<file path="src/rtl/uart_cmd_regfile_pkg.sv">
// uart_cmd_pkg: shared constants and the parser state type for the UART
// command register file.
//   SYNC_BYTE : first byte of every request frame
//   ACK_BYTE  : positive response byte
//   NAK_BYTE  : negative response byte (bad checksum or bad address)
//   state_t   : parser / responder states
package uart_cmd_pkg;

  localparam logic [7:0] SYNC_BYTE = 8'hA5;
  localparam logic [7:0] ACK_BYTE  = 8'h06;
  localparam logic [7:0] NAK_BYTE  = 8'h15;

  typedef enum logic [2:0] {
    IDLE = 3'd0,
    CMD  = 3'd1,
    DATA = 3'd2,
    CHK  = 3'd3,
    RESP = 3'd4,
    TXW  = 3'd5
  } state_t;

endpackage

</file>
<file path="src/rtl/uart_cmd_timeout.sv">
// uart_cmd_timeout: inter-byte timeout for the command parser.
// Loadable down-counter; clr reloads it with TIMEOUT_CYC-1, en decrements it.
// expired_o is high in the cycle where the count has reached zero while still
// enabled, i.e. on the TIMEOUT_CYC-th consecutive enabled cycle after a clear.
//   clk, rst   : clock, synchronous active-high reset (count resets to 0)
//   clr        : reload request (takes priority over en)
//   en         : count-enable
//   expired_o  : timeout indication
module uart_cmd_timeout #(
  parameter int TIMEOUT_CYC = 200000
) (
  input  logic clk,
  input  logic rst,
  input  logic clr,
  input  logic en,
  output logic expired_o
);

  localparam int CW = $clog2(TIMEOUT_CYC);
  localparam logic [CW-1:0] LOAD = CW'(TIMEOUT_CYC - 1);

  logic [CW-1:0] cnt_q, cnt_d;

  always_comb begin
    cnt_d = cnt_q;
    if (clr) begin
      cnt_d = LOAD;
    end else if (en && (cnt_q != '0)) begin
      cnt_d = cnt_q - CW'(1);
    end
  end

  always_ff @(posedge clk) begin
    if (rst) begin
      cnt_q <= '0;
    end else begin
      cnt_q <= cnt_d;
    end
  end

  assign expired_o = en && !clr && (cnt_q == '0);

endmodule

</file>
<file path="src/rtl/uart_cmd_regfile.sv">
// uart_cmd_regfile: framed UART read/write command engine over NUM_REGS
// registers of REG_W bits.
// Request: A5, CMD (bit7 = write, bits6:0 = address), REG_W/8 data bytes for
// writes (MSB first), CSUM = XOR of CMD and data bytes.
// Response: 06 for a write, 15 on error, or 06 + data (MSB first) + XOR of the
// data bytes for a read. Each response byte uses the tx_wr_o / tx_done_i
// handshake.
// Handshake: tx_wr_o pulses for one cycle with tx_data_o valid; tx_data_o then
// stays stable and no further tx_wr_o is issued until tx_done_i is seen.
//   clk, rst       : clock, synchronous active-high reset
//   rx_done_i/rx_data_i : received byte strobe / data
//   tx_done_i      : transceiver finished the current byte
//   tx_wr_o/tx_data_o  : start-transmit strobe / byte
//   regs_o         : register k at [k*REG_W +: REG_W]
//   wr_pulse_o     : one-cycle per-register update strobe
//   err_o          : one-cycle pulse on NAK, timeout or dropped byte
module uart_cmd_regfile
  import uart_cmd_pkg::*;
#(
  parameter int NUM_REGS    = 8,
  parameter int REG_W       = 16,
  parameter int TIMEOUT_CYC = 200000
) (
  input  logic                      clk,
  input  logic                      rst,
  input  logic                      rx_done_i,
  input  logic [7:0]                rx_data_i,
  input  logic                      tx_done_i,
  output logic                      tx_wr_o,
  output logic [7:0]                tx_data_o,
  output logic [NUM_REGS*REG_W-1:0] regs_o,
  output logic [NUM_REGS-1:0]       wr_pulse_o,
  output logic                      err_o
);

  localparam int NB = REG_W / 8;
  localparam int RW = NUM_REGS * REG_W;

  if (NUM_REGS < 1 || NUM_REGS > 128) begin : g_bad_num_regs
    $error("NUM_REGS must be in 1..128");
  end
  if ((REG_W % 8) != 0 || REG_W < 8 || REG_W > 32) begin : g_bad_reg_w
    $error("REG_W must be a multiple of 8 in 8..32");
  end
  if (TIMEOUT_CYC < 2) begin : g_bad_timeout
    $error("TIMEOUT_CYC must be at least 2");
  end

  state_t            state_q, state_d;
  logic [7:0]        cmd_q, cmd_d;
  logic [7:0]        xor_q, xor_d;
  logic [2:0]        byte_cnt_q, byte_cnt_d;
  logic [REG_W-1:0]  hold_q, hold_d;
  logic [REG_W-1:0]  snap_q, snap_d;
  logic [7:0]        rd_csum_q, rd_csum_d;
  logic              nak_q, nak_d;
  logic [2:0]        idx_q, idx_d;
  logic [2:0]        last_q, last_d;
  logic [RW-1:0]     regs_q, regs_d;
  logic [NUM_REGS-1:0] wr_pulse_q, wr_pulse_d;
  logic              tx_wr_q, tx_wr_d;
  logic [7:0]        tx_data_q, tx_data_d;
  logic              err_q, err_d;

  logic              to_clr, to_en, to_expired;
  logic [6:0]        addr;
  logic              addr_ok, csum_ok;
  logic [REG_W-1:0]  sel_reg;
  logic [7:0]        sel_csum;
  logic [7:0]        resp_byte;

  // Timer only runs while a frame is partially received; any byte restarts it.
  assign to_clr = rx_done_i || (state_q == IDLE);
  assign to_en  = (state_q == CMD) || (state_q == DATA) || (state_q == CHK);

  uart_cmd_timeout #(.TIMEOUT_CYC(TIMEOUT_CYC)) u_timeout (
    .clk       (clk),
    .rst       (rst),
    .clr       (to_clr),
    .en        (to_en),
    .expired_o (to_expired)
  );

  assign addr    = cmd_q[6:0];
  assign addr_ok = ({1'b0, addr} < 8'(NUM_REGS));
  assign csum_ok = (xor_q == rx_data_i);

  // Register addressed by the command and the XOR of its bytes (read reply).
  always_comb begin
    sel_reg  = '0;
    sel_csum = '0;
    for (int k = 0; k < NUM_REGS; k++) begin
      if (addr == 7'(k)) sel_reg = regs_q[k*REG_W +: REG_W];
    end
    for (int b = 0; b < NB; b++) begin
      sel_csum = sel_csum ^ sel_reg[b*8 +: 8];
    end
  end

  // Response byte by index: 0 = ACK, 1..NB = data MSB first, NB+1 = checksum.
  always_comb begin
    resp_byte = ACK_BYTE;
    if (nak_q) begin
      resp_byte = NAK_BYTE;
    end else if (idx_q == 3'(NB + 1)) begin
      resp_byte = rd_csum_q;
    end else begin
      for (int b = 0; b < NB; b++) begin
        if (idx_q == 3'(NB - b)) resp_byte = snap_q[b*8 +: 8];
      end
    end
  end

  // State register
  always_ff @(posedge clk) begin
    if (rst) state_q <= IDLE;
    else     state_q <= state_d;
  end

  // Next-state logic; a byte arriving in the expiry cycle wins because the
  // timer reports expiry only when no byte is being accepted.
  always_comb begin
    state_d = state_q;
    case (state_q)
      IDLE: if (rx_done_i && rx_data_i == SYNC_BYTE) state_d = CMD;
      CMD: begin
        if (rx_done_i)       state_d = rx_data_i[7] ? DATA : CHK;
        else if (to_expired) state_d = IDLE;
      end
      DATA: begin
        if (rx_done_i) begin
          if (byte_cnt_q == 3'(NB - 1)) state_d = CHK;
        end else if (to_expired) begin
          state_d = IDLE;
        end
      end
      CHK: begin
        if (rx_done_i)       state_d = RESP;
        else if (to_expired) state_d = IDLE;
      end
      RESP: state_d = TXW;
      TXW: if (tx_done_i) state_d = (idx_q == last_q) ? IDLE : RESP;
      default: state_d = IDLE;
    endcase
  end

  // Datapath / output logic
  always_comb begin
    cmd_d      = cmd_q;
    xor_d      = xor_q;
    byte_cnt_d = byte_cnt_q;
    hold_d     = hold_q;
    snap_d     = snap_q;
    rd_csum_d  = rd_csum_q;
    nak_d      = nak_q;
    idx_d      = idx_q;
    last_d     = last_q;
    regs_d     = regs_q;
    tx_data_d  = tx_data_q;
    wr_pulse_d = '0;
    tx_wr_d    = 1'b0;
    err_d      = 1'b0;
    case (state_q)
      IDLE: begin
        if (rx_done_i && rx_data_i == SYNC_BYTE) begin
          xor_d      = '0;
          byte_cnt_d = '0;
        end
      end
      CMD: begin
        if (rx_done_i) begin
          cmd_d = rx_data_i;
          xor_d = xor_q ^ rx_data_i;
        end else if (to_expired) begin
          err_d = 1'b1;
        end
      end
      DATA: begin
        if (rx_done_i) begin
          hold_d     = (hold_q << 8) | REG_W'(rx_data_i);
          xor_d      = xor_q ^ rx_data_i;
          byte_cnt_d = byte_cnt_q + 3'd1;
        end else if (to_expired) begin
          err_d = 1'b1;
        end
      end
      CHK: begin
        if (rx_done_i) begin
          idx_d = '0;
          if (csum_ok && addr_ok) begin
            nak_d = 1'b0;
            if (cmd_q[7]) begin
              last_d = '0;
              for (int k = 0; k < NUM_REGS; k++) begin
                if (addr == 7'(k)) begin
                  regs_d[k*REG_W +: REG_W] = hold_q;
                  wr_pulse_d[k]            = 1'b1;
                end
              end
            end else begin
              snap_d    = sel_reg;
              rd_csum_d = sel_csum;
              last_d    = 3'(NB + 1);
            end
          end else begin
            nak_d  = 1'b1;
            last_d = '0;
            err_d  = 1'b1;
          end
        end else if (to_expired) begin
          err_d = 1'b1;
        end
      end
      RESP: begin
        tx_wr_d   = 1'b1;
        tx_data_d = resp_byte;
        if (rx_done_i) err_d = 1'b1;
      end
      TXW: begin
        if (tx_done_i && idx_q != last_q) idx_d = idx_q + 3'd1;
        if (rx_done_i) err_d = 1'b1;
      end
      default: ;
    endcase
  end

  always_ff @(posedge clk) begin
    if (rst) begin
      cmd_q      <= '0;
      xor_q      <= '0;
      byte_cnt_q <= '0;
      hold_q     <= '0;
      snap_q     <= '0;
      rd_csum_q  <= '0;
      nak_q      <= 1'b0;
      idx_q      <= '0;
      last_q     <= '0;
      regs_q     <= '0;
      wr_pulse_q <= '0;
      tx_wr_q    <= 1'b0;
      tx_data_q  <= '0;
      err_q      <= 1'b0;
    end else begin
      cmd_q      <= cmd_d;
      xor_q      <= xor_d;
      byte_cnt_q <= byte_cnt_d;
      hold_q     <= hold_d;
      snap_q     <= snap_d;
      rd_csum_q  <= rd_csum_d;
      nak_q      <= nak_d;
      idx_q      <= idx_d;
      last_q     <= last_d;
      regs_q     <= regs_d;
      wr_pulse_q <= wr_pulse_d;
      tx_wr_q    <= tx_wr_d;
      tx_data_q  <= tx_data_d;
      err_q      <= err_d;
    end
  end

  assign regs_o     = regs_q;
  assign wr_pulse_o = wr_pulse_q;
  assign tx_wr_o    = tx_wr_q;
  assign tx_data_o  = tx_data_q;
  assign err_o      = err_q;

endmodule

</file>
<file path="config.mk">
export PLATFORM = sky130hd
export DESIGN_NAME = uart_cmd_regfile
export DESIGN_NICKNAME = d
export VERILOG_FILES = /design/src/rtl/uart_cmd_regfile_pkg.sv /design/src/rtl/uart_cmd_timeout.sv /design/src/rtl/uart_cmd_regfile.sv
export SDC_FILE = /design/constraint.sdc
export NUM_CORES = 1
export LEC_CHECK = 0
export CAP_MARGIN = 20
export CORE_MARGIN = 1.5
export CORE_UTILIZATION = 40
export DETAILED_ROUTE_END_ITERATION = 8
export HOLD_SLACK_MARGIN = 0.06
export SYNTH_ARGS = -nofsm -noshare
export SYNTH_HDL_FRONTEND = slang
export SYNTH_SLANG_ARGS = --single-unit
</file>
<file path="constraint.sdc">
create_clock -name clk -period 3.4 [get_ports clk]
set_input_delay 0.68 -clock clk [delete_from_list [all_inputs] [get_ports clk]]
set_output_delay 0.68 -clock clk [all_outputs]
set_load 0.01 [all_outputs]
</file>
* Word level (Yosys, flattened, before mapping)
Cells that the tools add are included.
** Word-level totals
- Bits in registers :: 233
- Bits in latches :: 0
- RAM bits :: 0
- Memory bits (read-only) :: 0
- Input bits :: 12
- Output and inout port bits :: 146
- Logic and storage cells :: 150
- Memories :: 0
** Cells by class
- $add $sub $neg :: 3
- Multipliers :: 0
- Div/mod/pow operators :: 0
- Magnitude comparators :: 1
- Equal/unequal tests :: 27
- Shift operators :: 0
- Muxes and demuxes :: 50
- Bitwise gates (word level) :: 7
- Reduce and logical (&&, ||, !) cells :: 38
** Operators with widths (number)
- $mux 16 :: 8
- $mux 8 :: 6
- $reduce_and 5->1 :: 8
- $mux 3 :: 13
- $mux 18 :: 2
- $eq 7x3->1 const B :: 4
- $logic_not 18->1 :: 1
- $pmux 3 s6 :: 1
- $reduce_bool 18->1 :: 1
- $sub 18x1->18 const B :: 1
- $or 16x8->16 :: 1
- $pmux 8 s2 :: 1
- $xor 8x8->8 :: 2
- $mux 1 :: 15
- $eq 7x2->1 const B :: 2
- $eq 3x2->1 const B :: 4
- $pmux 3 s2 :: 2
- $reduce_and 3->1 :: 4
- $eq 3x1->1 const B :: 3
- $eq 8x8->1 :: 1
- $eq 8x8->1 const B :: 1
- $ne 2x2->1 const B :: 4
- $reduce_bool 2->1 :: 4
- $eq 7x1->1 const B :: 1
- other kinds (19) :: 36

* Logic depth before layout (Yosys ltp)
Gate-level depths: netlist of the first run.
- Depth in word-level cells :: 10
- Depth in mapped cells :: 9
- Gate-level depth less buffers :: 7

* By module
A second synthesis of the first run with hierarchy kept.
** Second synthesis, totals
- Cells, all modules :: 1215
- Area total of the unflattened synthesis :: 10520.1 um^2
** Modules (own cells, without submodules)
- uart_cmd_regfile :: instances 1, cells each 1114, area each 9559.2 um^2
- uart_cmd_timeout :: instances 1, cells each 101, area each 960.9 um^2

* Worst setup path before layout of the first run
Ideal clock, no wire load.
- Kind :: input to register
- Start point :: in rx_data_i[7]
- End point :: reg regs_q[10], in the netlist regs_o[10]
- Library setup time :: 0.128 ns
- Data arrival time :: 2.512 ns
- Required time :: 3.272 ns
- Setup slack :: 0.761 ns
- Stages on the path :: 8
- Buffers on the path :: 3
- Cells stage by stage :: buf_6 > xor2_2 > or4_4 > buf_6 > nor4_4 > buf_6 > mux2i_1 > nor2_1
** On the way
- Cells in the longest elaborated chain, start to end :: 3
** Ends and longest elaborated chain
- start: declaration :: line uart_cmd_regfile.sv:27 : input logic [7:0] rx_data_i,
- $eq 8x8->1 :: line uart_cmd_regfile.sv:86 : assign csum_ok = (xor_q == rx_data_i);
- $logic_and 1x1->1 :: line uart_cmd_regfile.sv:190 : if (csum_ok && addr_ok) begin
- $reduce_and 5->1 (no line)
- end signal: assignment :: line uart_cmd_regfile.sv:253 : regs_q <= regs_d;
- end: declaration :: line uart_cmd_regfile.sv:59 : logic [RW-1:0] regs_q, regs_d;
Every way passes these cells.
A chain may end at the register's enable or synchronous reset.

* Final worst setup path of the first run
- Start point :: reg cmd_q[0]
- End point :: reg rd_csum_q[1]
** On the way
- Cells in the longest elaborated chain, start to end :: 10
- Elaborated cells on any way between the ends :: 20
- Classes of those cells :: 1 x order compare; 7 x eq/ne; 8 x mux; 1 x bitwise; 3 x reduce/logical
** Ends and longest elaborated chain
- start: declaration :: line uart_cmd_regfile.sv:50 : logic [7:0] cmd_q, cmd_d;
- start signal: assignment :: line uart_cmd_regfile.sv:244 : cmd_q <= cmd_d;
- $logic_not 7->1 :: line uart_cmd_regfile.sv:93 : if (addr == 7'(k)) sel_reg = regs_q[k*REG_W +: REG_W];
- $mux 16 (8 in series) :: line uart_cmd_regfile.sv:93
- $xor 8x8->8 :: line uart_cmd_regfile.sv:96 : sel_csum = sel_csum ^ sel_reg[b*8 +: 8];
- end signal: assignment :: line uart_cmd_regfile.sv:249 : rd_csum_q <= rd_csum_d;
- end: declaration :: line uart_cmd_regfile.sv:55 : logic [7:0] rd_csum_q, rd_csum_d;
Parallel ways exist; a longest one is shown, timed or not.

==> summary.txt, run 1 <==
Status
  • Status: finished, violations left
  • Failing checks: design-rule violations

Die
  • Initial Util: between 40 and 50%
  • Area of the die: roughly 28,000 um2
  • IO Pins: 158
  • Core region area: around 26,000 um2
  • Row cnt: just under 60
  • Die Wd: 167 um
  • Die Ht: around 170 um

Critical path
  • Slowest-stage cell, CP: dfxtp_2
  • Critical path data arrival time: 3.11 ns
  • Startpoint types: register
  • Nature of the critical path endpoint: register
  • Worst-path cell chain: buf_4 -> or3b_2 -> o221ai_1 -> o21ai_0 -> xnor2_1 -> o21a_1
  • Path type of the worst setup path: reg -> reg
  • Max incr delay on CP: 0.82 ns
  • Largest fanout on the critical path: 26
  • Crit path required time: around 3.8 ns

Power and ir drop
  • Power share of the sequential group: a little under half
  • Tot Pwr: a little under 0.006 W
  • Leak: ~4.4 nW
  • Pwr/cell area: 432 nW/um2
  • Combinational power share: under 10%
  • Internal: around 0.0046 W
  • Psw: around 0.0013 W
  • Sw Ratio: approximately 22%
  • Clock power frac: 51.0%
  • VDD IR max: approximately 0.00036 V

Worst hold path
  • Hold crit path type: reg -> reg

Logic synthesis
  • Multiplexer share of the synthesized area: between 10% and 20%
  • Synth Area in XOR/XNOR: about 1.8%
  • Mapped cell area: between 10,000 and 15,000 um2
  • Adder-cell share of the synthesized area: 0.816%
  • Synth top area cells: dfxtp_1 (43%), mux2i_1 (8.5%), nand2_1 (7.7%), a21oi_1 (5.7%), nor2_1 (4.6%)
  • Syn_area_per_cell: about 8.6 um2
  • Post-Synthesis Cells: ~1.3k
  • Top-area cell type share of the netlist area: 43.1%
  • Cell accounting for the most synthesized area: dfxtp_1
  • Post-synthesis cell type count: a little under 70
  • Most frequent cell after synthesis: dfxtp_1
  • Top_reg_cell synth: dfxtp_1
  • Synth warnings: 0
  • Synth Area in Compound Gates: between 15 and 20%
  • #FFs+latches synth: between 200 and 250
  • Asr flop ratio synth: 0%
  • Syn nets: about 1.3k
  • Main combinational cell family by area after synthesis: simple AND/OR/NAND/NOR gates
  • Number of flops mapped to enable cells by yosys: 0
  • Simple-gate share of the synthesized area: about 22%
  • Post-synthesis sequential area ratio: between 40 and 50%
  • Commonest cells post-synth: dfxtp_1 (231), nand2_1 (220), nor2_1 (131)

Clock network
  • Cts bufs inserted: 26
  • CTS tree: yes
  • Clock transition at the registers of the reported paths: around 0.06 ns
  • Htree depth: 1
  • Post-CTS resize count: 0
  • Post-CTS Hold Buffers: 0
  • # Post-CTS Setup Buffers: 0
  • # clock sinks: between 200 and 250
  • Max Buffers Root-to-Sink: 3
  • CTS root buffer: clkbuf_16
  • Worst-Skew Late Latency: between 0.5 and 0.6 ns

Global routing
  • Vias in the first global route: roughly 9.1k
  • GRT Total Usage: 24.4%
  • Pin count of the biggest net entering global routing: roughly 150
  • Gr ovfl total: 0
  • First-pass GRT wire length: between 50 and 60 mm
  • Antenna violations before repair: 0

Final layout
  • Fin nets: 1,391
  • Fill count: approximately 2.4k
  • Area growth syn-to-layout: 25.7%
  • Fraction of layout cells with a size suffix above 1: ~9%
  • N_diodes: 0
  • Fin cells: between 1.5k and 2k

Placement
  • DP Worst Slack: 0.368 ns
  • I/O Buffers: between 150 and 200
  • Gpl congestion: between 0.8 and 0.9
  • HPWL Detailed: 23.9 mm
  • Dpl cells: roughly 1.7k

Timing
  • Relative max-transition margin: 39.3%
  • Setup slack after layout: roughly 0.71 ns
  • RSZ-0062 raised after global routing: no
  • Post-Route Setup TNS: 0 ns
  • Final Hold Vio Count: 0
  • Clock Skews: 0.0268 ns
  • Final-report setup violation count: 0
  • Fmax achieved: 372 MHz
  • Final period utilization: between 70% and 80%
  • Slew Limit Fails: 0
  • Worst Tran Pin Value: between 0.9 and 1 ns
  • Post-layout min period: approximately 2.7 ns

Routing
  • DRC: 6
  • Final WL: between 30 and 40 mm
  • DRT iter0 DRCs: 718
  • Vias post-DR: about 9.6k
  • Routed Antenna Nets: 0
  • Via-to-Cell Ratio: ~5.6
  • Pre-antenna DRT Iters: 9
  • Met1 wire length: around 16 mm
  • DR WL met3: between 2 and 2.5 mm
  • Wirelength per Cell: ~20 um
  • Top sig layer: met4
  • DR WL met2: 15.6 mm

Flow run
  • Max Cap Violations: 0
==> flip-flops by register name (all words and copies together), names as in the netlist <==
signal	flops
regs_o	128
u_timeout.cnt_q	18
hold_q	16
snap_q	16
cmd_q	8
rd_csum_q	8
tx_data_o	8
wr_pulse_o	8
xor_q	8
byte_cnt_q	3
idx_q	3
state_q	3
err_o	1
last_q	1
nak_q	1
tx_wr_o	1
==> worst max-delay path: cells and delay by family (launching register included) <==
| kind | cells | cell delay, ns |
|---|---|---|
| AOI/OAI and AO/OA | 3 | 0.92 |
| DFF | 1 | 0.82 |
| buffers and inverters | 1 | 0.45 |
| and+or+nand+nor | 1 | 0.18 |
| xor gates and xnor gates | 1 | 0.15 |
==> through the flow <==
stage                     instance area (um2)  hold slack [ns]  util [%]
after floorplan                         10700            0.432         -
after global placement                  12600            0.441      48.0
after detailed placement                12600            0.447      48.0
after CTS                               13500            0.456      51.5
after global routing                    13500            0.480      51.5
final                                   13500            0.452      51.5
==> per-layer routing <==
metal	GRT usage (%)	up-vias
met5	0	-
met4	8.10	0
met3	4.30	70
met2	39.1	355
met1	33.2	4584
li1	-	4631
==> power by group through the flow <==
stage                     combinational (W)  sequential, W  clock (W)
after global placement             0.000130        0.00278          0
final                              0.000131        0.00273    0.00297
after CTS                          0.000131        0.00272    0.00302
after floorplan                   0.0000851        0.00278          0
after detailed placement           0.000130        0.00279          0
after global routing               0.000144        0.00273    0.00314
==> cells in the final DEF, fill, tap and decap left out, types with 5 or more instances in the layout <==
master / n
a22o_1: 7
clkdlybuf4s50_1: 156
a21oi_1: 122
mux2_2: 6
and4_1: 10
inv_1: 23
nand2_1: 220
xor2_1: 15
nand2b_1: 9
nand4_1: 8
buf_4: 39
dfxtp_1: 229
a22oi_1: 12
or3_1: 11
a221oi_1: 10
mux2i_1: 91
nor2b_1: 8
nor2_1: 131
mux4_2: 14
o221ai_1: 7
ha_1: 7
xnor2_1: 5
o211ai_1: 10
nor3_1: 17
clkbuf_1: 5
o21a_1: 9
a31oi_1: 14
o21ai_0: 37
nor4_1: 10
nand3_1: 14
and2_1: 8
clkbuf_16: 26
clkinv_2: 5
nand3b_1: 10
==> layout make-up <==
class / instances / area [um2] / share of cell area (%)
inverter: 23 / 86.3 / 0.640
tap: 335 / 419 / 3.11
sequential: 231 / 4630 / 34.3
clock inverter: 13 / 198 / 1.46
clock buffer: 35 / 724 / 5.37
multi-input combinational: 892 / 5540 / 41.0
timing repair buffer: 198 / 1910 / 14.1
==> worst paths after layout <==
path,startpoint,endpoint,slack (ns),cells past startpoint
max,cmd_q[0],rd_csum_q[1],0.71,6
min,snap_q[1],snap_q[1],0.45,2
max reg2reg,cmd_q[0],rd_csum_q[1],0.71,6
min reg2reg,snap_q[1],snap_q[1],0.45,2
==> cells by family after synthesis <==
group	count (synthesis)
buffers and inverters	127
XOR/XNOR	21
multiplexers	111
AO/OA/AOI/OAI	263
flip-flops	231
adder cells (fa/ha/maj)	7
AND/OR/NAND/NOR	490
Note: power is estimated with default switching activity, not from simulation.
==> run 2, diff against run 1 <==
==> constraint.sdc (replaced) <==
create_clock -name clk -period 2.8 [get_ports clk]
set_input_delay 0.56 -clock clk [delete_from_list [all_inputs] [get_ports clk]]
set_output_delay 0.56 -clock clk [all_outputs]
set_load 0.01 [all_outputs]
==> run 2 against run 1 <==
  * The flow still finishes with violations (design-rule violations)
  * Clock skew about the same
  * Sequential power is 21% higher
  * Maximum frequency up 5.6%
  * Hold slack improved by 0.0012 ns
  * Critical endpoint is now rd_csum_q[3]
  * Critical path type unchanged
  * Cell area is 1.4% higher
  * Via count up 0.13%
  * Clock power grew 15%
  * Sequential share of layout area fell by 0.49 points
==> summary.txt, run 2 (synthesized netlist as in run 1, its figures left out) <==
Timing
  • Final Hold Vio Count: 0 (unchanged)
  • Final-report setup violation count: 0 (unchanged)
  • Fmax achieved: 393 MHz (+5.6%)
  • Relative max-transition margin: 31.7% (-7.6 points)
  • Clock Skews: 0.0264 ns (-0.000374 ns)
  • Final period utilization: 90.9% (+12 points)
  • Post-layout min period: 2.55 ns (-0.142 ns)
  • Worst Tran Pin Value: 1.02 ns (+0.113 ns)
  • RSZ-0062 raised after global routing: no
  • Post-Route Setup TNS: 0 ns (unchanged)
  • Slew Limit Fails: 0 (unchanged)

Clock network
  • CTS root buffer: clkbuf_16
  • Htree depth: 1 (unchanged)
  • # clock sinks: 231 (unchanged)
  • Clock transition at the registers of the reported paths: 0.06 ns (about the same)
  • Cts bufs inserted: 26 (unchanged)
  • # Post-CTS Setup Buffers: 0 (unchanged)
  • Max Buffers Root-to-Sink: 3 (unchanged)
  • Post-CTS resize count: 0 (unchanged)
  • Post-CTS Hold Buffers: 0 (unchanged)
  • Worst-Skew Late Latency: 0.56 ns (about the same)
  • CTS tree: yes

Final layout
  • Fill count: 2,401 (-1.8%)
  • Largest register FFs: 128 (unchanged)
  • N_diodes: 0 (unchanged)
  • Fraction of layout cells with a size suffix above 1: 9.88% (+1.0 points)
  • Area growth syn-to-layout: 27.5%
  • Fin nets: 1,409 (+1.3%)
  • Most common cell after layout, fill and taps aside: dfxtp_1
  • Final Cell Area: 13,700 um2 (+1.4%)
  • Commonest cells after routing, fill and taps aside: dfxtp_1 (229), nand2_1 (220), clkdlybuf4s50_1 (156)

Placement
  • I/O Buffers: 157 (unchanged)
  • Gpl congestion: 0.849 (-1.7%)
  • HPWL Detailed: 23.6 mm (-1.2%)
  • DP Area: 12,800 um2 (+2.1%)

Critical path
  • Max incr delay on CP: 0.60 ns (-0.22 ns)
  • Worst Path Buf+Inv: 1 (unchanged)
  • Critical path data arrival time: 3.01 ns (-0.10 ns)
  • Slowest-stage cell, CP: or4_1
  • R2R Path Start: cmd_q[3]
  • Delay-heaviest family, CP: simple AND/OR/NAND/NOR gates
  • Nature of the critical path endpoint: register
  • Reg-to-reg endpoint: rd_csum_q[3]
  • Worst-path cell chain: or4_1 -> nor2_1 -> nand4_1 -> buf_4 -> or3_1 -> a31oi_1
  • Startpoint types: register
  • R2R Setup Slk: 0.25 ns (-0.46 ns)
  • Path type of the worst setup path: reg -> reg
  • Largest fanout on the critical path: 12 (-54%)
  • Crit path required time: 3.26 ns (-0.56 ns)
  • Reg2Reg Depth: 6 (unchanged)

Power and ir drop
  • Pwr/cell area: 503 nW/um2 (+16%)
  • Tot Pwr: 0.00689 W (+18%)
  • VDD IR max: 0.000357 V (about the same)
  • Leak: 4.45 nW (+2.2%)

Die
  • Die Wd: 167 um (unchanged)
  • Row cnt: 59 (unchanged)
  • IO Pins: 158 (unchanged)
  • Die Ht: 167 um (unchanged)
  • Area of the die: 27,800 um2 (unchanged)
  • Initial Util: 41.0% (unchanged)
  • Core region area: 26,200 um2 (unchanged)

Routing
  • Routed Antenna Nets: 0 (unchanged)
  • DRC: 6 (unchanged)
  • Wirelength per Cell: 19.9 um (-0.51%)
  • Vias post-DR: 9,653 (+0.13%)
  • Pre-antenna DRT Iters: 9 (unchanged)
  • DRT iter0 DRCs: 906 (+26%)
  • Via-to-Cell Ratio: 5.54 (-0.73%)
  • Final WL: 34.7 mm (+0.36%)

Global routing
  • Vias in the first global route: 8,914 (-2.3%)
  • GRT Total Usage: 24.2% (-0.17 points)
  • Antenna violations before repair: 0 (unchanged)
  • Gr ovfl total: 0 (unchanged)
  • First-pass GRT wire length: 53.2 mm (-1.3%)
  • Pin count of the biggest net entering global routing: 212 (+38%)

Status
  • Status: finished, violations left
  • Failing checks: design-rule violations

Worst hold path
  • Hold crit path type: reg -> reg
  • HP Start: snap_q[15]
  • Hold path cells: 2 (unchanged)
  • Hold Path Sink: snap_q[15]

Flow run
  • Max Cap Violations: 0 (unchanged)
-- run 2: changes by cell type in the layout (fill, tap and decap cells not counted) --
cell | before | now
buf_4 | 39 | 47
inv_6 | 0 | 1
clkinvlp_4 | 3 | 0
clkbuf_1 | 5 | 4
clkbuf_8 | 4 | 7
bufinv_16 | 4 | 1
buf_12 | 2 | 12
-- run 2: worst max-delay path by stage --
stage,startpoint,end,slack [ns],cells after the start
4_1_cts,cmd_q[3],rd_csum_q[3],0.26,6
3_5_place_dp,rx_data_i[0],regs_o[49],0.005,7
5_1_grt,cmd_q[3],rd_csum_q[3],0.10,6
2_1_floorplan,rx_data_i[7],regs_o[10],0.28,8
6_report,cmd_q[3],rd_csum_q[3],0.25,6
3_3_place_gp,rx_data_i[7],regs_o[61],0.03,7
-- run 2: worst reg2reg max path, cell delays in order (launching register included) --
cell     delay [ns]
dfxtp_1        0.34
or4_1          0.60
nor2_1         0.59
nand4_1        0.19
buf_4          0.22
or3_1          0.37
a31oi_1        0.15
-- run 2: metal layers --
metal  share of wire (%)  track usage (%)  vias up
met4                 3.6             8.58        0
li1                    -                -     4670
met1                  46             33.0     4583
met5                   0                0        -
met3                 6.2             4.63       62
met2                  45             38.3      338
-- run 2: stage by stage --
stage	utilization (%)	hold WS [ns]	cells	setup WS (ns)
3_5_place_dp	49.0	0.447	1697	0.00474
4_1_cts	52.2	0.454	1742	0.264
3_3_place_gp	49.0	0.442	1697	0.0327
2_1_floorplan	-	0.432	1250	0.281
5_1_grt	52.2	0.464	1742	0.105
6_report	52.2	0.454	1742	0.254
-- run 2: power by group --
group	internal, W	total [W]	switching, W	leakage, nW
Clock	0.00199	0.00341	0.00142	0.425
Combinational	0.0000539	0.000169	0.000115	2.16
Sequential	0.00330	0.00331	0.0000125	1.86
Total	0.00534	0.00689	0.00155	4.45
-- run 2: layout make-up --
| cell class | count | area, um2 | area share [%] |
|---|---|---|---|
| Multi-Input combinational cell | 892 | 5540 | 40.4 |
| Sequential cell | 231 | 4630 | 33.8 |
| Timing Repair Buffer | 216 | 2170 | 15.8 |
| Clock buffer | 37 | 762 | 5.57 |
| Tap cell | 335 | 419 | 3.06 |
| Clock inverter | 8 | 93.8 | 0.685 |
| Inverter | 23 | 86.3 | 0.631 |
